## config.mk

```make
export PLATFORM = sky130hd
export DESIGN_NAME = vip_bch_enc_sequencer
export DESIGN_NICKNAME = d
export VERILOG_FILES = /design/src/rtl/vip_bch_constants_pkg.sv /design/src/rtl/vip_bch_types_pkg.sv /design/src/rtl/vip_bch_enc_param_chk.sv /design/src/rtl/vip_bch_lfsr_div.sv /design/src/rtl/vip_bch_enc_sequencer.sv
export SDC_FILE = /design/constraint.sdc
export NUM_CORES = 1
export LEC_CHECK = 0
export CAP_MARGIN = 20
export CORE_ASPECT_RATIO = 1.4
export CORE_UTILIZATION = 35
export CTS_CLUSTER_DIAMETER = 120
export DETAILED_ROUTE_END_ITERATION = 10
export GPL_ROUTABILITY_DRIVEN = 0
export PLACE_DENSITY = 0.58
export SETUP_SLACK_MARGIN = 0.05
export SLEW_MARGIN = 15
export SYNTH_ARGS = -nofsm -noshare
export SYNTH_HDL_FRONTEND = slang
export SYNTH_HIERARCHICAL = 1
export SYNTH_SLANG_ARGS = --single-unit
```

## constraint.sdc

```tcl
create_clock -name clk -period 2.85 [get_ports clk]
set_input_delay 0.4275 -clock clk [delete_from_list [all_inputs] [get_ports clk]]
set_output_delay 0.4275 -clock clk [all_outputs]
set_load 0.01 [all_outputs]
```

## src/rtl/vip_bch_constants_pkg.sv

```systemverilog
// Supported GF(2^m) field-degree range for the BCH encoder family.
package vip_bch_constants_pkg;

    localparam int MIN_M_C = 3;
    localparam int MAX_M_C = 16;

endpackage

```

## src/rtl/vip_bch_types_pkg.sv

```systemverilog
// Shared types and default BCH(15,7,t=2) code constants for the BCH encoder sequencer.
package vip_bch_types_pkg;

    typedef enum logic [0:0] {
        MSG = 1'b0,
        PAR = 1'b1
    } bch_enc_state_t;

    localparam int K  = 7;
    localparam int NK = 8;
    localparam logic [8:0] G_POLY = 9'h1D1;

    // LFSR operating modes: divide while the message streams, plain shift while parity drains
    localparam logic MODE_DIV   = 1'b0;
    localparam logic MODE_SHIFT = 1'b1;

endpackage

```

## src/rtl/vip_bch_enc_param_chk.sv

```systemverilog
// Elaboration-time legality checks on the BCH encoder parameter set.
module vip_bch_enc_param_chk
    import vip_bch_constants_pkg::*;
#(
    parameter int M_P  = 4,
    parameter int K_P  = 7,
    parameter int NK_P = 8,
    parameter logic [NK_P:0] G_POLY_P = (NK_P + 1)'(9'h1D1)
) ();

    generate
        if ((M_P < MIN_M_C) || (M_P > MAX_M_C)) begin : g_bad_m
            $error("vip_bch_enc: M_P=%0d outside [%0d,%0d]", M_P, MIN_M_C, MAX_M_C);
        end
        if ((K_P < 1) || (NK_P < 2) || ((K_P + NK_P) > ((2 ** M_P) - 1))) begin : g_bad_len
            $error("vip_bch_enc: K_P=%0d NK_P=%0d do not fit n=2^%0d-1", K_P, NK_P, M_P);
        end
        if (G_POLY_P[NK_P] != 1'b1) begin : g_bad_poly
            $error("vip_bch_enc: generator leading coefficient must be 1");
        end
    endgenerate

endmodule

```

## src/rtl/vip_bch_lfsr_div.sv

```systemverilog
// NK_P-bit Galois LFSR that divides the message by g(x) and then shifts the remainder out MSB first.
module vip_bch_lfsr_div
    import vip_bch_types_pkg::*;
#(
    parameter int NK_P = NK,
    parameter logic [NK_P:0] G_POLY_P = G_POLY
) (
    input  logic clk,
    input  logic rst,
    input  logic shift_en,
    input  logic load_zero,
    input  logic din,
    input  logic mode,
    output logic msb
);

    logic [NK_P-1:0] lfsr;
    logic [NK_P-1:0] lfsr_nxt;
    logic            fb;

    // Next-state: clear wins over shift; feedback taps only apply in divide mode
    always_comb begin
        fb       = din ^ lfsr[NK_P-1];
        lfsr_nxt = lfsr;
        if (load_zero) begin
            lfsr_nxt = {NK_P{1'b0}};
        end else if (shift_en) begin
            if ((mode == MODE_DIV) && fb) begin
                lfsr_nxt = {lfsr[NK_P-2:0], 1'b0} ^ G_POLY_P[NK_P-1:0];
            end else begin
                lfsr_nxt = {lfsr[NK_P-2:0], 1'b0};
            end
        end else begin
            lfsr_nxt = lfsr;
        end
    end

    // Remainder register
    always_ff @(posedge clk or posedge rst) begin
        if (rst) begin
            lfsr <= {NK_P{1'b0}};
        end else begin
            lfsr <= lfsr_nxt;
        end
    end

    assign msb = lfsr[NK_P-1];

endmodule

```

## src/rtl/vip_bch_enc_sequencer.sv

```systemverilog
// Systematic BCH encoder frame sequencer: message pass-through, then NK_P parity bits.
// Optional frame counter output enabled by defining VIP_BCH_ENC_FRAME_CNT_EN.
module vip_bch_enc_sequencer
    import vip_bch_types_pkg::*;
#(
    parameter int M_P  = 4,
    parameter int K_P  = K,
    parameter int NK_P = NK,
    parameter logic [NK_P:0] G_POLY_P = G_POLY,
    parameter int KW_P = $clog2(K_P + 1)
) (
    input  logic            clk,
    input  logic            rst,
    input  logic [KW_P-1:0] cfg_k_len,
    input  logic            s_valid,
    output logic            s_ready,
    input  logic            s_data,
    output logic            m_valid,
    input  logic            m_ready,
    output logic            m_data,
    output logic            m_last,
    output logic            busy
`ifdef VIP_BCH_ENC_FRAME_CNT_EN
    ,
    output logic [31:0]     frame_cnt
`endif
);

    localparam int CW = $clog2(((K_P > NK_P) ? K_P : NK_P) + 1);
    localparam logic [KW_P-1:0] K_FULL = KW_P'(K_P);
    localparam logic [0:0] ST_MSG = MSG;
    localparam logic [0:0] ST_PAR = PAR;

    logic [0:0]      state;
    logic [CW-1:0]   bit_cnt;
    logic [KW_P-1:0] k_len_r;
    logic [KW_P-1:0] cfg_len;
    logic [KW_P-1:0] cur_len;
    logic            busy_r;
    logic            s_hs;
    logic            p_hs;
    logic            last_msg;
    logic            last_par;
    logic            lfsr_msb;
    logic            lfsr_mode;

    vip_bch_enc_param_chk #(
        .M_P      (M_P),
        .K_P      (K_P),
        .NK_P     (NK_P),
        .G_POLY_P (G_POLY_P)
    ) u_param_chk ();

    // Length sanitising; the first bit of a frame must see the live config
    always_comb begin
        if ((cfg_k_len == {KW_P{1'b0}}) || (cfg_k_len > K_FULL)) begin
            cfg_len = K_FULL;
        end else begin
            cfg_len = cfg_k_len;
        end
        if (bit_cnt == {CW{1'b0}}) begin
            cur_len = cfg_len;
        end else begin
            cur_len = k_len_r;
        end
    end

    assign s_hs      = (state == ST_MSG) & s_valid & m_ready;
    assign p_hs      = (state == ST_PAR) & m_ready;
    assign last_msg  = (bit_cnt == (CW'(cur_len) - CW'(1'b1)));
    assign last_par  = (bit_cnt == CW'(NK_P - 1));
    assign lfsr_mode = (state == ST_MSG) ? MODE_DIV : MODE_SHIFT;

    vip_bch_lfsr_div #(
        .NK_P     (NK_P),
        .G_POLY_P (G_POLY_P)
    ) u_lfsr (
        .clk       (clk),
        .rst       (rst),
        .shift_en  (s_hs | p_hs),
        .load_zero (p_hs & last_par),
        .din       (s_data),
        .mode      (lfsr_mode),
        .msb       (lfsr_msb)
    );

    // Handshake muxing; everything is forced quiet while reset is asserted
    always_comb begin
        s_ready = 1'b0;
        m_valid = 1'b0;
        m_data  = 1'b0;
        m_last  = 1'b0;
        if (rst) begin
            s_ready = 1'b0;
        end else if (state == ST_MSG) begin
            s_ready = m_ready;
            m_valid = s_valid;
            m_data  = s_data;
        end else begin
            m_valid = 1'b1;
            m_data  = lfsr_msb;
            m_last  = last_par;
        end
    end

    assign busy = ~rst & (busy_r | s_hs);

    // Frame FSM and bit counter
    always_ff @(posedge clk or posedge rst) begin
        if (rst) begin
            state   <= ST_MSG;
            bit_cnt <= {CW{1'b0}};
            k_len_r <= K_FULL;
            busy_r  <= 1'b0;
        end else begin
            case (state)
                ST_MSG: begin
                    if (s_hs) begin
                        busy_r <= 1'b1;
                        if (bit_cnt == {CW{1'b0}}) begin
                            k_len_r <= cfg_len;
                        end
                        if (last_msg) begin
                            bit_cnt <= {CW{1'b0}};
                            state   <= ST_PAR;
                        end else begin
                            bit_cnt <= bit_cnt + CW'(1'b1);
                        end
                    end
                end
                ST_PAR: begin
                    if (p_hs) begin
                        if (last_par) begin
                            bit_cnt <= {CW{1'b0}};
                            state   <= ST_MSG;
                            busy_r  <= 1'b0;
                        end else begin
                            bit_cnt <= bit_cnt + CW'(1'b1);
                        end
                    end
                end
                default: begin
                    state   <= ST_MSG;
                    bit_cnt <= {CW{1'b0}};
                end
            endcase
        end
    end

`ifdef VIP_BCH_ENC_FRAME_CNT_EN
    // Completed-frame counter, wraps naturally
    always_ff @(posedge clk or posedge rst) begin
        if (rst) begin
            frame_cnt <= 32'd0;
        end else if (p_hs && last_par) begin
            frame_cnt <= frame_cnt + 32'd1;
        end else begin
            frame_cnt <= frame_cnt;
        end
    end
`endif

endmodule

```

==> summary.txt <==
Power and ir drop
  • Maximum vdd ir drop: 0.4265 mV
  • Pwr dens: 989.1 mW/mm^2
  • LEAKAGE: 0.5467 nW

STA
  • Slew @ Worst Pin: 597.7 ps
  • Hold_ws: 485.6 ps
  • # setup viols final: 0
  • Max Slew Vio Count: 0
  • Rel. slew slack: 60.15%
  • Setup TNS: 0 ps
  • Max Fclk: 398.4 MHz
  • Clock skew: 7.856 ps
  • Crit share post-route: 88.08%
  • Min Tclk post-route: 2510 ps
  • RSZ-0062 raised after global routing: false
  • Final Hold Vio Count: 0

Synthesis
  • Biggest area consumer among synthesized cells: dfrtp_1
  • Synth warn: 6
  • Syn Inst Count: 119
  • Number of distinct library cells after synthesis: 39
  • Number of synthesized flops with an enable pin: 0
  • Share of the synthesized area in the top cell type: 31.53%
  • Top cells by area, synth: dfrtp_1 32%, dfstp_2 7.1%, mux2i_1 6.3%
  • Yosys reg bits: 17
  • Synth Cell Area: 0.001111 mm^2
  • Avg Inst Size Synth: 9.337 um^2
  • Sequential area share after synthesis: 38.63%
  • Most common cell in the synthesized netlist: nor2_1
  • Most frequent cells after synthesis: 15 x nor2_1, 14 x dfrtp_1, 10 x nand2_1
  • Net count after synthesis: 130
  • Asr flop ratio synth: 100.0%
  • Dominant synthesized flop cell: dfrtp_1

Setup path
  • Crit Reg-Reg Startpoint: bit_cnt[1]
  • WS Path Type: flop to flop
  • Worst Setup SP: bit_cnt[1]
  • WP data arrival: 2640 ps
  • Worst reg2reg setup slack: 340 ps
  • R2r endpoint: bit_cnt[1]
  • CP Capture Point: bit_cnt[1]
  • Crit path required time: 2980 ps
  • Critical Path Fanout Max: 5
  • Crit path capture type: flop
  • Worst Reg-to-Reg Cells: 10
  • CP startpoint kind: flop

Global route
  • Gr usage total: 15.33%
  • Largest net degree at the start of global routing: 22
  • Met3 Use GR: 3.070%
  • First-pass GRT wire length: 3.988 mm
  • Vias in the first global route: 883
  • GR Util met2: 27.53%
  • GR Overflow Total: 0
  • Top Usage Layer GRT: met2
  • Met1 Use GR: 17.75%
  • Initial antenna violation count: 0

Die
  • Top Ports: 13
  • Die Wd: 49.62 um
  • Row count: 23
  • Core area: 0.002935 mm^2
  • Initial core utilization: 37.85%
  • Die Span Y: 68.67 um
  • Die area: 0.003407 mm^2

Drt
  • DRC violations left: 0
  • Initial drt markers: 22
  • WL/cell: 13.69 um
  • Vias: 896
  • Post-Route WL: 2.327 mm
  • DRT antenna net count: 0
  • Vias per std cell: 5.271
  • DRT Pass-1 Iters: 4

Finish
  • Reg area: 429.2 um^2
  • Layout cell share with drive strength beyond 1: 14.29%
  • # nets final: 145
  • Multi-input logic area: 631.9 um^2
  • Antenna diode count: 0
  • Layout area overhead: 18.36%
  • # fillers: 307

Hold path
  • Worst min path class: flop to flop
  • Worst hold path cell count: 2
  • Hold Startpoint: busy_r

Clock tree
  • CTS Sinks: 17
  • Post-CTS Setup Bufs: 0
  • Root buffer cell: clkbuf_8
  • Clock tree buffer depth: 2
  • CTS tree: done
  • Post-CTS Hold Buffers: 0
  • Cts repair resizes: 0
  • CTS clk-pin slew, worst paths: 60 ps
  • TritonCTS Buffers: 3
  • Clock Latency Late Sink: 260 ps
  • H-tree lvl count: 1

Placed design
  • Buffers on Ports: 12
  • Final HPWL DP: 1.758 mm

Flow run
  • Max_cap viols: 0

Status
  • Outcome: completed
## per-stage QoR
stage / std cells / power (mW) / worst slack, ps / cell area [um^2] / utilization, %
3_3_place_gp: 166 / 1.101 / 434.7 / 1269 / 43.22
4_1_cts: 170 / 1.310 / 307.6 / 1315 / 44.80
2_1_floorplan: 119 / 0.9723 / 543.6 / 1111 / -
3_5_place_dp: 166 / 1.123 / 319.3 / 1269 / 43.22
5_1_grt: 170 / 1.413 / 142.9 / 1315 / 44.80
6_report: 170 / 1.301 / 339.7 / 1315 / 44.80
## metal layers
| layer | vias up | wire (um) |
|---|---|---|
| li1 | 446 | - |
| met1 | 434 | 1031 |
| met2 | 12 | 1211 |
| met3 | 4 | 53 |
| met4 | 0 | 31 |
| met5 | - | 0 |
## worst min-delay path by stage
stage	end
2_1_floorplan	u_lfsr/lfsr[0]
3_3_place_gp	busy_r
3_5_place_dp	busy_r
4_1_cts	busy_r
5_1_grt	busy_r
6_report	busy_r
## layout by cell type (no fill, tap or decap), types with 3 or more instances in the layout
cell and count:
clkdlybuf4s50_1 12, xor2_1 3, o21ai_0 8, a21oi_1 3, inv_1 7, nor2_1 15
dfrtp_1 14, clkbuf_8 3, mux2_2 3, nand2_1 10, mux2i_1 7, xnor2_1 4
or3_1 3, o21bai_1 3, ha_1 3, dfstp_2 3
## registers in the layout, summed over array words and instances, names as in the netlist
name / count
k_len_r: 3
bit_cnt: 4
busy_r: 1
state: 1
u_lfsr/lfsr: 8
## layout make-up
| cell class | count | area share, % |
|---|---|---|
| inverters | 7 | 1.998 |
| flip-flops and latches | 17 | 32.64 |
| clock buffers | 3 | 3.140 |
| multi-input cells | 91 | 48.05 |
| repair buffers | 14 | 10.28 |
| well taps | 37 | 3.520 |
| clock inverters | 1 | 0.3806 |
## report_power, final
group	internal [mW]	leakage, nW	switching (mW)
clock network	0.0971	0.0255	0.0867
registers	0.369	0.198	0.139
logic	0.314	0.324	0.295
total	0.780	0.547	0.521
## cell families after synthesis
kind of cell | Yosys count | share of synthesized area, %
mux | 10 | 9.347
xor+xnor | 7 | 5.518
buf+inv | 11 | 4.504
compound gates | 25 | 15.20
fa+ha+maj | 3 | 3.379
simple gates | 46 | 23.42
flops | 17 | 38.63
## critical path, cell delays in order, from the launching register on
cell and delay (ps):
dfrtp_1 420, inv_1 80, ha_1 200, nor3b_4 290
mux2i_1 310, ha_1 290, xor2_1 130, o21ai_0 90
a211oi_1 190, and4_4 290, o21ai_0 90
No activity file was read; power rests on OpenSTA's default activity.
